[src/rtl/cache_arb_pkg.sv]
// rtl/cache_arb_pkg.sv - shared types and default widths for the cache arbiter
//
// Holds the arbiter FSM state enum, the grant encoding and the default
// cache-line / physical-address widths used across the memory hierarchy.
package cache_arb_pkg;

    localparam int CACHE_LINE_W = 256;
    localparam int CACHE_ADDR_W = 32;

    typedef enum logic [1:0] {
        IDLE,
        SERVE_I,
        SERVE_D,
        RESP
    } arb_state_t;

    typedef enum logic [1:0] {
        GRANT_NONE,
        GRANT_I,
        GRANT_D
    } grant_t;

endpackage

[src/rtl/cache_arb_pick.sv]
// rtl/cache_arb_pick.sv - combinational winner selection for the cache arbiter
//
// Ports:
//   i_req      in   I-cache is requesting the memory port
//   d_req      in   D-cache is requesting (read or write)
//   last_grant in   cache granted most recently
//   winner     out  cache to grant, GRANT_NONE when nobody requests
//
// Build option: CACHE_ARB_ROUND_ROBIN_EN selects round-robin tie breaking;
// left undefined, the D-cache always wins a tie.
module cache_arb_pick
    import cache_arb_pkg::*;
(
    input  logic   i_req,
    input  logic   d_req,
    input  grant_t last_grant,
    output grant_t winner
);

    always_comb begin
        winner = GRANT_NONE;
        if (i_req && d_req) begin
`ifdef CACHE_ARB_ROUND_ROBIN_EN
            winner = (last_grant == GRANT_I) ? GRANT_D : GRANT_I;
`else
            winner = GRANT_D;
`endif
        end else if (i_req) begin
            winner = GRANT_I;
        end else if (d_req) begin
            winner = GRANT_D;
        end
    end

`ifndef CACHE_ARB_ROUND_ROBIN_EN
    // Fixed priority never looks at history.
    logic unused_last_grant;
    assign unused_last_grant = ^last_grant;
`endif

endmodule

[src/rtl/cache_arbiter.sv]
// rtl/cache_arbiter.sv - shares one physical-memory port between I-cache and D-cache
//
// Ports:
//   clk, rst                      clock, synchronous active-high reset
//   i_pmem_read/address           I-cache line-fill request
//   i_pmem_rdata/resp             fill data and completion pulse to I-cache
//   d_pmem_read/write/address/wdata  D-cache fill / writeback request
//   d_pmem_rdata/resp             fill data and completion pulse to D-cache
//   mem_read/write/address/wdata  request to memory
//   mem_rdata/resp                memory read data and completion
//
// Build option: CACHE_ARB_ROUND_ROBIN_EN (see cache_arb_pick).
module cache_arbiter
    import cache_arb_pkg::*;
#(
    parameter int LINE_W = CACHE_LINE_W,
    parameter int ADDR_W = CACHE_ADDR_W
) (
    input  logic              clk,
    input  logic              rst,
    input  logic              i_pmem_read,
    input  logic [ADDR_W-1:0] i_pmem_address,
    output logic [LINE_W-1:0] i_pmem_rdata,
    output logic              i_pmem_resp,
    input  logic              d_pmem_read,
    input  logic              d_pmem_write,
    input  logic [ADDR_W-1:0] d_pmem_address,
    input  logic [LINE_W-1:0] d_pmem_wdata,
    output logic [LINE_W-1:0] d_pmem_rdata,
    output logic              d_pmem_resp,
    output logic              mem_read,
    output logic              mem_write,
    output logic [ADDR_W-1:0] mem_address,
    output logic [LINE_W-1:0] mem_wdata,
    input  logic [LINE_W-1:0] mem_rdata,
    input  logic              mem_resp
);

    arb_state_t        state_q, state_d;
    grant_t            grant_q, grant_d;
    grant_t            last_grant_q, last_grant_d;
    grant_t            winner;
    logic [LINE_W-1:0] rdata_q, rdata_d;
    logic              d_is_read;

    // Read and write together is treated as a writeback.
    assign d_is_read = d_pmem_read & ~d_pmem_write;

    cache_arb_pick u_pick (
        .i_req      (i_pmem_read),
        .d_req      (d_pmem_read | d_pmem_write),
        .last_grant (last_grant_q),
        .winner     (winner)
    );

    always_comb begin
        state_d      = state_q;
        grant_d      = grant_q;
        last_grant_d = last_grant_q;
        rdata_d      = rdata_q;
        mem_read     = 1'b0;
        mem_write    = 1'b0;
        mem_address  = '0;
        mem_wdata    = '0;
        i_pmem_resp  = 1'b0;
        d_pmem_resp  = 1'b0;

        case (state_q)
            IDLE: begin
                grant_d = winner;
                if (winner != GRANT_NONE) begin
                    last_grant_d = winner;
                end
                case (winner)
                    GRANT_I: state_d = SERVE_I;
                    GRANT_D: state_d = SERVE_D;
                    default: state_d = IDLE;
                endcase
            end
            SERVE_I: begin
                mem_read    = 1'b1;
                mem_address = i_pmem_address;
                if (mem_resp) begin
                    rdata_d = mem_rdata;
                    state_d = RESP;
                end
            end
            SERVE_D: begin
                mem_read    = d_is_read;
                mem_write   = d_pmem_write;
                mem_address = d_pmem_address;
                mem_wdata   = d_pmem_wdata;
                if (mem_resp) begin
                    if (d_is_read) begin
                        rdata_d = mem_rdata;
                    end
                    state_d = RESP;
                end
            end
            RESP: begin
                // Requests are not sampled here: the cache drops its request
                // only in the cycle after it sees resp.
                i_pmem_resp = (grant_q == GRANT_I);
                d_pmem_resp = (grant_q == GRANT_D);
                grant_d     = GRANT_NONE;
                state_d     = IDLE;
            end
            default: state_d = IDLE;
        endcase
    end

    always_ff @(posedge clk) begin
        if (rst) begin
            state_q      <= IDLE;
            grant_q      <= GRANT_NONE;
            last_grant_q <= GRANT_I;
            rdata_q      <= '0;
        end else begin
            state_q      <= state_d;
            grant_q      <= grant_d;
            last_grant_q <= last_grant_d;
            rdata_q      <= rdata_d;
        end
    end

    assign i_pmem_rdata = rdata_q;
    assign d_pmem_rdata = rdata_q;

endmodule
[config.mk]
export PLATFORM = sky130hd
export DESIGN_NAME = cache_arbiter
export DESIGN_NICKNAME = d
export VERILOG_FILES = /design/src/rtl/cache_arb_pkg.sv /design/src/rtl/cache_arb_pick.sv /design/src/rtl/cache_arbiter.sv
export SDC_FILE = /design/constraint.sdc
export NUM_CORES = 1
export LEC_CHECK = 0
export ABC_CLOCK_PERIOD_IN_PS = 4500
export CAP_MARGIN = 5
export CORE_AREA = 2 2 535 537
export DETAILED_ROUTE_END_ITERATION = 10
export DIE_AREA = 0 0 537 539
export PLACE_DENSITY = 0.33
export SETUP_SLACK_MARGIN = 0.02
export SLEW_MARGIN = 20
export SYNTH_ARGS = -nofsm -noshare
export SYNTH_HDL_FRONTEND = slang
export SYNTH_SLANG_ARGS = --single-unit
[constraint.sdc]
create_clock -name clk -period 4.5 [get_ports clk]
set_clock_uncertainty 0.05 [all_clocks]
set_input_delay 0.45 -clock clk [delete_from_list [all_inputs] [get_ports clk]]
set_output_delay 0.45 -clock clk [all_outputs]
set_load 0.01 [all_outputs]
---- Yosys cells after proc, flatten, opt, wreduce, memory -nomap -nowiden ----
Cells that the tools add are included.
word-level totals
  register bits ........................... 260
operators by class
  equality and inequality tests ........... 11
  reductions and logical operators ........ 6
  multiplexer cells ....................... 17
  bitwise logic cells ..................... 3
operator list
  kind                  number
  $mux W256             4
  $pmux W256 S2         1
  $pmux W32 S2          1
  $eq A2 B2 Y1 const B  4
  $mux W2               4
  $pmux W2 S2           2
  $eq A2 B1 Y1 const B  3
  $ne A2 B2 Y1 const B  3
  $pmux W2 S3           1
  $reduce_and A4 Y1     1
  $reduce_bool A2 Y1    2
  $mux W1               3
  $logic_not A2 Y1      1
  $ne A2 B1 Y1 const B  1
  $pmux W1 S2           1
  $reduce_or A2 Y1      1
  $and A1 B1 Y1         1
  $logic_and A1 B1 Y1   1
  $not A1 Y1            1
  $or A1 B1 Y1          1

---- Logic depth before layout (Yosys ltp) ----
  depth after elaboration ................. 7
  depth in mapped cells ................... 8
  depth with buffers taken out ............ 5

---- Cells and area by module ----
Synthesis repeated with hierarchy kept, for this count alone.
second synthesis, totals
  cells, all modules ...................... 1,774
  area, all modules ....................... 16,065.4 um^2
modules (own cells, without submodules)
  module          sequential area each (um^2)  instances  cells each  area each (um^2)
  cache_arbiter   5,245.0                      1          1,772       16,055.4
  cache_arb_pick  0.0                          1          2           10.0

---- Worst setup path before layout ----
No wires, ideal clock.
  kind .................................... reg-to-output
  start point ............................. reg state_q[0]
  end point ............................... out mem_wdata[100]
  required time ........................... 4.000 ns
  cell stages (with the launch flop) ...... 7
  buffers on the path ..................... 3
  data arrival time ....................... 1.328 ns
  setup slack ............................. 2.672 ns
  cells stage by stage .................... dfxtp_1 > inv_1 > ha_1 > buf_2 > clkbuf_1 > clkbuf_1 > and2_1
on the way
  word-level cells in the longest chain between the ends .. 2
RTL lines
  what                    RTL line              text
  start, declared         cache_arbiter.sv:39   arb_state_t state_q, state_d;
  start signal, assigned  cache_arbiter.sv:119  state_q <= state_d;
  $eq A2 B2 Y1            cache_arbiter.sv:68   case (state_q)
  $mux W256               cache_arbiter.sv:68
  end, declared           cache_arbiter.sv:34   output logic [LINE_W-1:0] mem_wdata,
No other way between the ends.

---- Final worst setup path ----
  start point ............................. reg state_q[0]
  end point ............................... out mem_address[15]
on the way
  word-level cells in the longest chain between the ends .. 2
  elaborated cells on any way between the ends .. 3
  those cells by class .................... eq/ne: 2; mux: 1
RTL lines
  what                                          RTL line             text
  $eq A2 B2 Y1 or $eq A2 B1 Y1 (tied branches)  cache_arbiter.sv:68
  $pmux W32 S2 (*)                              cache_arbiter.sv:68
  end, declared                                 cache_arbiter.sv:33  output logic [ADDR_W-1:0] mem_address,
Mark *: on every way between the ends. The rest lies on a longest branch, timed or not.

==> out/results.tsv <==
stage	metric	value	unit
routing	drc	0	
cts	insertion_delay	0.62	ns
synth	synth_area	15800	µm²
global_route	antenna_found_initial	224	
synth	seq_area_frac_synth	32.9	%
sta	max_slew_margin	28.7	%
global_route	grt_pass1_wl	216	mm
worst_setup_path	critPathKind	reg -> out	
global_route	grt_max_degree	140	
worst_setup_path	critical_path.cell_chain	inv_1, ha_2, buf_4, a22oi_1, nor2_1, clkdlybuf4s50_1	
layout	multi_input_area	7970	µm²
layout	layout_common_cells	1384 x clkdlybuf4s50_1, 513 x nand2b_1, 260 x dfxtp_1, 257 x and2_1, 256 x mux2i_1	
cts	htreeDepth	2	
power	ir_drop	0.261	mV
run_status	status	finished, final reports clean	
worst_setup_path	startpoint_type	flop	
routing	drtPass1Iterations	5	
synth	syn_nets	2348	
cts	tritoncts	yes	
worst_setup_path	cp_slowest_cell	ha_2	
synth	syn_inst	1761	
routing	wl	177	mm
worst_setup_path	cp.arrival	3.52	ns
layout	ff_latch_area	5200	µm²
layout	final_cells	6672	
routing	wl_per_cell	26.5	µm
cts	clock_path_buffers	3	
cts	path_clk_slew	0.06	ns
sta	worst_pin_slew	1.07	ns
sta	hold_viol	0	
layout	nets	3417	
sta	fin_tns_setup	0	ns
sta	final_min_period_over_clock_period	89.4	%
power	power_density	406	nW/µm²
die	start_util	5.58	%
place	dpl.hpwl	159	mm
place	place_congestion	0.850	
die	core_area	284000	µm²
global_route	grt_util_all_layers	11.7	%
sta	rsz0062_at_grt	false	
worst_setup_path	path_max_fanout	21	
synth	synth_top_area_share	32.9	%
synth	ys_ff_latch	260	
routing	ant_nets	0	
layout	drive_gt1_share	3.22	%
sta	fmax	249	MHz
global_route	grt_overflow	0	
place	placed_cells_incl_taps	6548	
layout	mostFrequentLayoutCell	clkdlybuf4s50_1	
cts	cts_hold_buffers	0	
cts	clock_sinks	260	
power	p_total	13.6	mW
worst_hold_path	hold_class	in -> reg	
routing	vias_per_cell	2.54	
synth	netlist_top_cells_area	dfxtp_1 33%, nand2b_1 20%, mux2i_1 16%	
routing	vias	16914	
layout	finalInstanceArea	33500	µm²
die	die_w	537	µm
cts	cts_root_buffer	clkbuf_16	
layout	fillerInstances	32510	
cts	post_cts_resized	0	
cts	cts_setup_buffers	0	
synth	syn_area_per_cell	8.99	µm²
sta	min_period	4.02	ns
power	p_leak	10.4	nW
worst_setup_path	cp-end-kind	output port	
place	place_area	32000	µm²
flow_run	maxCapViolations	0	
sta	setup_viol	0	
synth	yosys_warnings	0	
layout	final_util	11.8	%
worst_setup_path	critPathMaxStageDelay	0.71	ns
synth	ys_types	26	
worst_setup_path	worstPathRequired	4.00	ns
die	ios	1386	
die	die-area	289000	µm²
synth	yosys.area.top_type	dfxtp_1	
place	port_buffers	1385	
routing	drtIter0Drc	515	
global_route	grt_pass1_vias	16964	
layout	area_delta_synth_final	112	%
die	std_cell_rows	196	
cts	cts_inserted_buffers	42	
sta	final_max_slew_viol_count	0	
die	die_y	539	µm
## worst max-delay path: cells and delay by family, from the launching register on
kind	cells	cell delay (ns)
simple gates	1	0.30
buf+inv	3	1.18
compound gates	1	0.33
fa+ha+maj	1	0.71
flops	1	0.36
## synthesized netlist by cell type
cell type	instances
a21oi_1	2
a22oi_1	34
and2_1	257
and3b_1	1
buf_12	4
buf_2	5
buf_4	257
buf_6	11
buf_8	12
clkbuf_1	91
dfxtp_1	260
ha_1	5
inv_1	2
inv_2	1
mux2i_1	256
nand2_1	3
nand2b_1	513
nand3b_1	1
nor2_1	38
nor3_1	2
nor3b_1	1
nor4_1	1
o21a_1	1
o21ai_4	1
o32ai_1	1
or2_2	1
## per-stage QoR
stage	worst slack, ns	hold slack (ns)
6_report	0.477	0.333
5_1_grt	0.195	0.280
4_1_cts	0.147	0.225
3_5_place_dp	0.908	0.428
3_3_place_gp	0.862	0.428
2_1_floorplan	2.67	0.444
## sequential cells by signal, indices dropped and copies added, names as in the netlist
register / cells
grant_q: 2
state_q: 2
d_pmem_rdata: 256
## worst paths after layout
kind                     startpoint                end  slack (ns)  cells after the start
setup / recovery         state_q[0]    mem_address[15]        0.48                      6
hold / removal       mem_rdata[201]  d_pmem_rdata[201]        0.33                      3
setup reg to reg         state_q[0]    d_pmem_rdata[6]        1.18                      7
hold reg to reg   d_pmem_rdata[126]  d_pmem_rdata[126]        0.44                      2
## layer usage
| metal | up-vias | track usage, % | part of all wire, % |
|---|---|---|---|
| met4 | 230 | 2.44 | 2.2 |
| met1 | 7785 | 11.0 | 33 |
| met3 | 364 | 8.30 | 15 |
| met5 | - | 0 | 0.87 |
| met2 | 989 | 20.7 | 49 |
| li1 | 7546 | - | - |
## power by group
part	switching, mW	internal [mW]
clock network	1.39	2.07
logic	3.68	3.49
registers	0.378	2.60
total	5.45	8.15
## logic make-up (layout without fill, tap and decap cells)
family / after synthesis / count (layout) / synth area share (%)
AND/OR/NAND/NOR: 818 / 818 / 31.7
multiplexers: 256 / 256 / 16.2
buffers and inverters: 383 / 1483 / 17.0
AO/OA/AOI/OAI: 39 / 39 / 1.88
flip-flops: 260 / 260 / 32.9
other: 0 / 49 / 0
adder cells (fa/ha/maj): 5 / 5 / 0.395
## layout make-up
| class | count | area share (%) |
|---|---|---|
| Antenna cell | 49 | 0.366 |
| Clock inverter | 15 | 0.496 |
| Timing Repair Buffer | 1405 | 42.1 |
| Sequential cell | 260 | 15.5 |
| Tap cell | 3762 | 14.0 |
| Multi-Input combinational cell | 1118 | 23.8 |
| Inverter | 3 | 0.0336 |
| Clock buffer | 60 | 3.68 |
Power figures use the tool's default switching activity.
